$ cat config.mk
export PLATFORM = sky130hd
export DESIGN_NAME = alu_rr_sequencer
export DESIGN_NICKNAME = d
export VERILOG_FILES = /design/src/rtl/alu_rr_sequencer.sv
export SDC_FILE = /design/constraint.sdc
export NUM_CORES = 1
export LEC_CHECK = 0
export CELL_PAD_IN_SITES_DETAIL_PLACEMENT = 1
export CELL_PAD_IN_SITES_GLOBAL_PLACEMENT = 2
export CORE_MARGIN = 5
export CORE_UTILIZATION = 24
export CTS_CLUSTER_SIZE = 25
export DETAILED_ROUTE_END_ITERATION = 10
export PLACE_DENSITY_LB_ADDON = 0.1
export SETUP_SLACK_MARGIN = 0.3
export SLEW_MARGIN = 15
export SYNTH_ARGS = -nofsm -noshare
export SYNTH_HDL_FRONTEND = slang
export SYNTH_SLANG_ARGS = --single-unit
$ cat constraint.sdc
create_clock -name clk -period 2 [get_ports clk]
set_clock_uncertainty 0.1 [all_clocks]
set_input_delay 0.4 -clock clk [delete_from_list [all_inputs] [get_ports clk]]
set_output_delay 0.4 -clock clk [all_outputs]
set_load 0.005 [all_outputs]
$ cat src/rtl/alu_rr_sequencer.sv
// Round-robin sequencer that shares one combinational ALU between two requesters.
// Optional macro DIV0_CHECK_EN: short-circuits DIV with b==0 into an error response.
module alu_rr_sequencer #(
    parameter int unsigned WIDTH = 8,
    parameter int unsigned OPW   = 4
) (
    input  logic             clk,
    input  logic             rst,
    input  logic             req0_valid,
    output logic             req0_ready,
    input  logic [OPW-1:0]   req0_opcode,
    input  logic [WIDTH-1:0] req0_a,
    input  logic [WIDTH-1:0] req0_b,
    input  logic             req1_valid,
    output logic             req1_ready,
    input  logic [OPW-1:0]   req1_opcode,
    input  logic [WIDTH-1:0] req1_a,
    input  logic [WIDTH-1:0] req1_b,
    output logic             resp_valid,
    input  logic             resp_ready,
    output logic             resp_id,
    output logic [WIDTH-1:0] resp_y,
    output logic             resp_zero,
    output logic             resp_ovf,
    output logic             resp_err,
    output logic [OPW-1:0]   alu_opcode,
    output logic [WIDTH-1:0] alu_a,
    output logic [WIDTH-1:0] alu_b,
    input  logic [WIDTH-1:0] alu_y,
    input  logic             alu_overflow
);

    typedef enum logic [1:0] {IDLE, EXEC, RESP} state_t;

    state_t           state, state_nx;
    logic             prio;
    logic             grant_id;
    logic             accept;
    logic             div0;
    logic [OPW-1:0]   sel_opcode;
    logic [WIDTH-1:0] sel_a;
    logic [WIDTH-1:0] sel_b;

    // prio names the requester that wins when both are valid
    assign grant_id   = req0_valid ? (req1_valid ? prio : 1'b0) : 1'b1;
    assign sel_opcode = grant_id ? req1_opcode : req0_opcode;
    assign sel_a      = grant_id ? req1_a : req0_a;
    assign sel_b      = grant_id ? req1_b : req0_b;

`ifdef DIV0_CHECK_EN
    localparam logic [OPW-1:0] OP_DIV = OPW'(3);
    logic err_q;
    assign resp_err = err_q;
`else
    assign resp_err = 1'b0;
`endif

    always_ff @(posedge clk or posedge rst) begin
        if (rst) begin
            state <= IDLE;
        end else begin
            state <= state_nx;
        end
    end

    always_comb begin
        state_nx   = state;
        accept     = 1'b0;
        div0       = 1'b0;
        req0_ready = 1'b0;
        req1_ready = 1'b0;
        case (state)
            IDLE: begin
                if (req0_valid || req1_valid) begin
                    accept     = 1'b1;
                    req0_ready = ~grant_id;
                    req1_ready = grant_id;
`ifdef DIV0_CHECK_EN
                    div0       = (sel_opcode == OP_DIV) && (sel_b == '0);
`endif
                    state_nx   = div0 ? RESP : EXEC;
                end
            end
            EXEC:    state_nx = RESP;
            RESP:    if (resp_ready) state_nx = IDLE;
            default: state_nx = IDLE;
        endcase
    end

    // Operand issue, arbitration pointer and response capture
    always_ff @(posedge clk or posedge rst) begin
        if (rst) begin
            prio       <= 1'b0;
            alu_opcode <= '0;
            alu_a      <= '0;
            alu_b      <= '0;
            resp_valid <= 1'b0;
            resp_id    <= 1'b0;
            resp_y     <= '0;
            resp_zero  <= 1'b0;
            resp_ovf   <= 1'b0;
`ifdef DIV0_CHECK_EN
            err_q      <= 1'b0;
`endif
        end else begin
            if (accept) begin
                alu_opcode <= sel_opcode;
                alu_a      <= sel_a;
                alu_b      <= sel_b;
                resp_id    <= grant_id;
                prio       <= ~grant_id;
            end
            if (div0) begin
                resp_valid <= 1'b1;
                resp_y     <= '0;
                resp_zero  <= 1'b1;
                resp_ovf   <= 1'b0;
`ifdef DIV0_CHECK_EN
                err_q      <= 1'b1;
`endif
            end
            if (state == EXEC) begin
                resp_valid <= 1'b1;
                resp_y     <= alu_y;
                resp_zero  <= (alu_y == '0);
                resp_ovf   <= alu_overflow;
`ifdef DIV0_CHECK_EN
                err_q      <= 1'b0;
`endif
            end
            if (state == RESP && resp_ready) begin
                resp_valid <= 1'b0;
            end
        end
    end

endmodule

==> impl_metrics.tcl, run 1 <==
set metrics [dict create \
    drt-vias-per-instance 4.09 \
    cts_max_level 2 \
    die-area_um2 8750 \
    crit_slowest_cell "dlygate4sd2_1" \
    clockBufferDepth 2 \
    finalSetupTns_ps 0 \
    dp_slack_ps -329 \
    drtPass1Iterations 2 \
    worst_slack_ps 313 \
    clkLatencyLatePin_ps 280 \
    drtAntennaViolNets 0 \
    wl_per_cell_um 14.7 \
    yosys_warnings 0 \
    netlist_area_um2 1680 \
    place_inst 298 \
    synth_commonest_cells "dfrtp_1 (35), mux2_2 (31), mux2_4 (19)" \
    first_global_vias 1473 \
    num_rows 30 \
    cts_buffers 5 \
    grt_overflow 0 \
    critPathMaxFanout 6 \
    clock_sinks 35 \
    cp.depth 5 \
    fin_nets 266 \
    synth-seq-cells 35 \
    timing.fmax_ghz 0.593 \
    synth.area.top_cells "dfrtp_1 (52%), mux2_2 (21%), mux2_4 (17%)" \
    irDropWorstVdd_uv 415 \
    die_h_um 93.6 \
    ctsRootBufferMaster "clkbuf_8" \
    outcome "complete, no violations" \
    grt_usage_pct 11.0 \
    end_kind "flop" \
    worstPathArrival_ps 1750 \
    syn-num-nets 168 \
    rsz0062_at_grt "true" \
    drt-initial-drc-count 11 \
    area_growth_pct 69.5 \
    worst_slew_pin_slew_ps 560 \
    antenna_found_initial 0 \
    setup_viol 0 \
    cts_tree "yes" \
    grt_pass1_wl_um 7360 \
    p_leak_nw 1.31 \
    ff2ff_path_depth 4 \
    start_kind "primary input" \
    fin_area_um2 2840 \
    dp_hpwl_um 3570 \
    p_per_area_nw_per_um2 1250 \
    hold_depth 2 \
    synth_cells 114 \
    required_ps 2060 \
    slew_violations 0 \
    regArea_um2 876 \
    synth-seq-area-share_pct 52.3 \
    stdcell_count 309 \
    drc_errors 0 \
    synth_top_area_cell "dfrtp_1" \
    fin_crit_sh_pct 84.4 \
    synth_top_cell_area_share_pct 52.3 \
    synth.avg_cell_area_um2 14.7 \
    max_slew_margin_pct 62.7 \
    ys_types 18 \
    initial_core_util_pct 24.7 \
    cp_num_buf_inv 2 \
    synth_most_common_cell "dfrtp_1" \
    drive_gt1_share_pct 33.8 \
    die_w_um 93.6 \
    antenna_cells 0 \
    grt_max_degree 36 \
    path_cells "dlygate4sd2_1 -> a21boi_4 -> buf_4 -> mux2_4 -> mux2_2" \
    clk_pin_slew_ps 70 \
    ios 89 \
    max-cap-violations 0 \
    min_path_type "flop to flop" \
    io_buffer_count 87 \
    multi_input_area_um2 754 \
    async_reset_ff_share_pct 100 \
    slowest_delay_ps 310 \
    final_hold_viol_count 0 \
    wl_um 4560 \
    synth_edf_count 0 \
    critPathTopFamily "multiplexers" \
    vias 1264 \
    ys.flop_type "dfrtp_1" \
    min_period_ps 1690 \
    post_dp_cell_area_um2 2680 \
    postCtsHoldBufs 0 \
    criticalPathCategory "primary input to flop" \
    coreArea_um2 6790 \
    nFillCells 703 \
    gp_congestion 0.678 \
]
==> path summary, 6_finish.rpt <==
check                                         to                  start  slack [ps]
max                         alu_a[7]$_DFFE_PP0P_             req1_valid         310
min                        resp_zero$_DFFE_PP0N_  resp_zero$_DFFE_PP0N_         390
max reg2reg                 alu_a[7]$_DFFE_PP0P_       prio$_DFFE_PP0P_         330
min reg2reg                resp_zero$_DFFE_PP0N_  resp_zero$_DFFE_PP0N_         390
max in group asynchronous   state[1]$_DFFE_PP0P_                    rst        1050
min in group asynchronous  resp_y[7]$_DFFE_PP0N_                    rst         430
==> worst register-to-register path, cell delays in order, from the launching register on <==
cell	delay, ps
dfrtp_1	430
a21boi_4	230
buf_4	220
mux2_4	310
mux2_2	260
==> power by group <==
part	internal [W]	total, W	leakage (nW)	switching (W)
logic	0.00117	0.00173	0.846	0.000561
clock network	0.000314	0.000563	0.0515	0.000248
registers	0.00106	0.00125	0.410	0.000186
==> cell families after synthesis <==
family	count (synthesis)	synth area share, %
AND/OR/NAND/NOR	11	3.06
other	1	0.224
flip-flops	35	52.3
AO/OA/AOI/OAI	7	2.99
multiplexers	50	37.9
buffers and inverters	10	3.58
==> placed cells by master (no fill, tap or decap), drive strengths merged <==
| cell | Yosys | routed |
|---|---|---|
| dlymetal6s2s | 0 | 12 |
| buf | 6 | 12 |
| nor2 | 3 | 3 |
| nand2 | 4 | 4 |
| a21boi | 1 | 1 |
| clkbuf | 0 | 8 |
| a21oi | 1 | 1 |
| o21ai | 3 | 3 |
| a2bb2oi | 1 | 1 |
| clkdlybuf4s50 | 0 | 70 |
| mux2 | 50 | 50 |
| conb | 1 | 1 |
| inv | 4 | 4 |
| dlygate4sd2 | 0 | 3 |
| dfrtp | 35 | 35 |
| nand2b | 2 | 2 |
| a31oi | 1 | 1 |
| nor4 | 2 | 2 |
==> metal layers <==
metal	vias up	wire [µm]	global-route usage, %
met3	4	360	4.59
met1	621	1680	12.2
met4	0	37	3.61
li1	592	-	-
met2	47	2480	19.1
met5	-	0	0
==> registers in the layout (all words and copies together) (netlist names) <==
name        cells
prio            1
alu_opcode      4
resp_zero       1
resp_y          8
resp_valid      1
alu_a           8
resp_ovf        1
state           2
alu_b           8
resp_id         1
==> cell type report <==
| class | instances | share of cell area [%] |
|---|---|---|
| inverters | 4 | 0.529 |
| flip-flops and latches | 35 | 30.8 |
| well taps | 96 | 4.23 |
| multi-input cells | 69 | 26.6 |
| repair buffers | 97 | 34.3 |
| clock buffers | 8 | 3.52 |
==> repair_timing <==
item | in CTS | in global routing
endpoints found under the setup margin | 24 | 31
setup buffers | 1 | 2
pin swaps | 2 | 1
resized for setup | 13 | 15
==> stage by stage <==
| stage | total power, W | hold slack [ps] | util (%) |
|---|---|---|---|
| 4_1_cts | 0.00364 | 397 | 40.9 |
| 3_3_place_gp | 0.00298 | 367 | 39.5 |
| 3_5_place_dp | 0.00305 | 379 | 39.5 |
| 5_1_grt | 0.00382 | 413 | 41.8 |
| 2_1_floorplan | 0.00204 | 373 | - |
| 6_report | 0.00354 | 391 | 41.8 |
No activity file was read; power rests on OpenSTA's default activity.
==> run 2: changes to the inputs <==
==> constraint.sdc (replaced) <==
create_clock -name clk -period 1.6 [get_ports clk]
set_clock_uncertainty 0.1 [all_clocks]
set_input_delay 0.32 -clock clk [delete_from_list [all_inputs] [get_ports clk]]
set_output_delay 0.32 -clock clk [all_outputs]
set_load 0.005 [all_outputs]
==> run 2 against run 1 <==
Critical path type is now flop to flop. Combinational power up 49%. Highest routed layer unchanged. Core utilization up 1.4 points. Sequential power up 26%. Clock power up 8.7%. The run now ends with setup timing left. Register-to-register slack worse by 400 ps. Final area up 3.3%. Critical path depth unchanged. Wire length up 12%. Non-clock buffer count up 15. Hold slack worse by 110 ps. Count of clock-buffer cells in the layout down 1.
==> impl_metrics.tcl, run 2 (synthesis results as in run 1) <==
set metrics [dict create \
    gr-max-usage-layer "met2" \
    multi_input_area_um2 846 \
    drc_errors 0 \
    grt_util_met1_pct 11.8 \
    area_growth_pct 75.2 \
    critPathMaxFanout 7 \
    clockBufferDepth 2 \
    post_dp_cell_area_um2 2740 \
    fin_crit_sh_pct 104 \
    ff2ff_path_depth 5 \
    cts_max_level 2 \
    dp_slack_ps -541 \
    ios 89 \
    largestRegisters "alu_a: 8 flops, alu_b: 8 flops, resp_y: 8 flops" \
    coreArea_um2 6790 \
    end_kind "flop" \
    cts_buffers 5 \
    antenna_cells 0 \
    drive_gt1_share_pct 53.9 \
    postCtsHoldBufs 0 \
    die-area_um2 8750 \
    setup_viol 21 \
    clk_pin_slew_ps 70 \
    worst_slack_ps -69.3 \
    p_leak_nw 1.40 \
    drtAntennaViolNets 0 \
    cts_tree "yes" \
    grt_use_met3_pct 3.94 \
    drtPass1Iterations 3 \
    clock_sinks 35 \
    wl_per_cell_um 15.8 \
    rsz0062_at_grt "true" \
    outcome "complete, but fails checks" \
    fin_area_um2 2940 \
    min_path_type "primary input to asynchronous set/reset pin" \
    wl_um 5110 \
    clkLatencyLatePin_ps 280 \
    drt-initial-drc-count 14 \
    min_period_ps 1670 \
    grt_usage_pct 11.3 \
    fin_nets 281 \
    io_buffer_count 87 \
    nFillCells 720 \
    grt_max_degree 36 \
    intPower_w 0.00330 \
    max-cap-violations 0 \
    worstPathArrival_ps 1740 \
    final_common_cell "clkdlybuf4s50_1" \
    gp_congestion 0.674 \
    irDropWorstVdd_uv 567 \
    power_frac_comb_pct 54.0 \
    slew_violations 0 \
    die_w_um 93.6 \
    initial_core_util_pct 24.7 \
    first_global_vias 1524 \
    clockPowerShare_pct 12.9 \
    dp_hpwl_um 3640 \
    final_hold_viol_count 0 \
    grt_overflow 0 \
    drt-vias-per-instance 4.16 \
    required_ps 1670 \
    mostFrequentLayoutCells "clkdlybuf4s50_1 (51), mux2_4 (37), dfrtp_1 (35)" \
    ctsRootBufferMaster "clkbuf_8" \
    grtUsageMet2_pct 21.2 \
    criticalPathCategory "flop to flop" \
    die_h_um 93.6 \
    regToRegStartpoint "prio$_DFFE_PP0P_" \
    start_kind "flop" \
    regArea_um2 876 \
    p_per_area_nw_per_um2 1620 \
    reg2reg_to "alu_b[5]$_DFFE_PP0P_" \
    grt_pass1_wl_um 7620 \
    timing.fmax_ghz 0.599 \
    vias 1348 \
    num_rows 30 \
    violations "setup timing" \
    power.share.switching_pct 30.6 \
    netSwitchingPower_w 0.00146 \
    power_frac_seq_pct 33.1 \
    finalSetupTns_ps -1020 \
    worst-r2r-setup-slack_ps -70 \
    antenna_found_initial 0 \
]
-- run 2: per-layer routing --
metal | wire length (µm) | vias to the layer above
li1 | - | 623
met2 | 2750 | 50
met4 | 77 | 0
met5 | 0 | -
met1 | 1890 | 666
met3 | 386 | 9
-- run 2: stage by stage --
stage,utilization (%),hold slack (ps),total power [W],instances
global route,43.2,293,0.00508,324
global placement,40.3,363,0.00381,300
detailed placement,40.3,388,0.00390,300
floorplan,-,324,0.00255,114
finish,43.2,280,0.00476,324
CTS,43.0,290,0.00470,321
-- run 2: what timing repair did --
item                       CTS  global route
setup buffers               11             3
gates resized for setup    131            32
setup endpoints to repair   65            48
cloned                       2             0
pin swaps                    2             3
-- run 2: worst max-delay path by stage --
stage | start | depth (start not counted) | end | slack (ps)
after floorplan | prio$_DFFE_PP0P_ | 4 | alu_a[6]$_DFFE_PP0P_ | 50
after global placement | req1_valid | 4 | req1_ready | -490
after detailed placement | req0_valid | 5 | alu_opcode[3]$_DFFE_PP0P_ | -540
after CTS | prio$_DFFE_PP0P_ | 5 | alu_a[0]$_DFFE_PP0P_ | -90
after global routing | prio$_DFFE_PP0P_ | 5 | alu_opcode[1]$_DFFE_PP0P_ | -110
final | prio$_DFFE_PP0P_ | 5 | alu_b[5]$_DFFE_PP0P_ | -70
-- run 2: critical path, stage by stage, from the launching register on --
cell and delay (ps):
dfrtp_1 420, a21boi_4 160, buf_6 160, buf_12 140
mux2_4 300, mux2_4 270
-- run 2: cell type report --
type	count	area share (%)
repair buffers	112	34.0
inverters	4	0.512
flip-flops and latches	35	29.8
clock inverters	1	0.171
well taps	96	4.09
clock buffers	7	2.60
multi-input cells	69	28.8
-- run 2: power groups by stage --
stage	Combinational, W	Sequential, W	Clock [W]
3_5_place_dp	0.00232	0.00159	0
2_1_floorplan	0.000961	0.00159	0
6_report	0.00257	0.00158	0.000612
5_1_grt	0.00276	0.00163	0.000684
4_1_cts	0.00248	0.00158	0.000645
3_3_place_gp	0.00225	0.00155	0
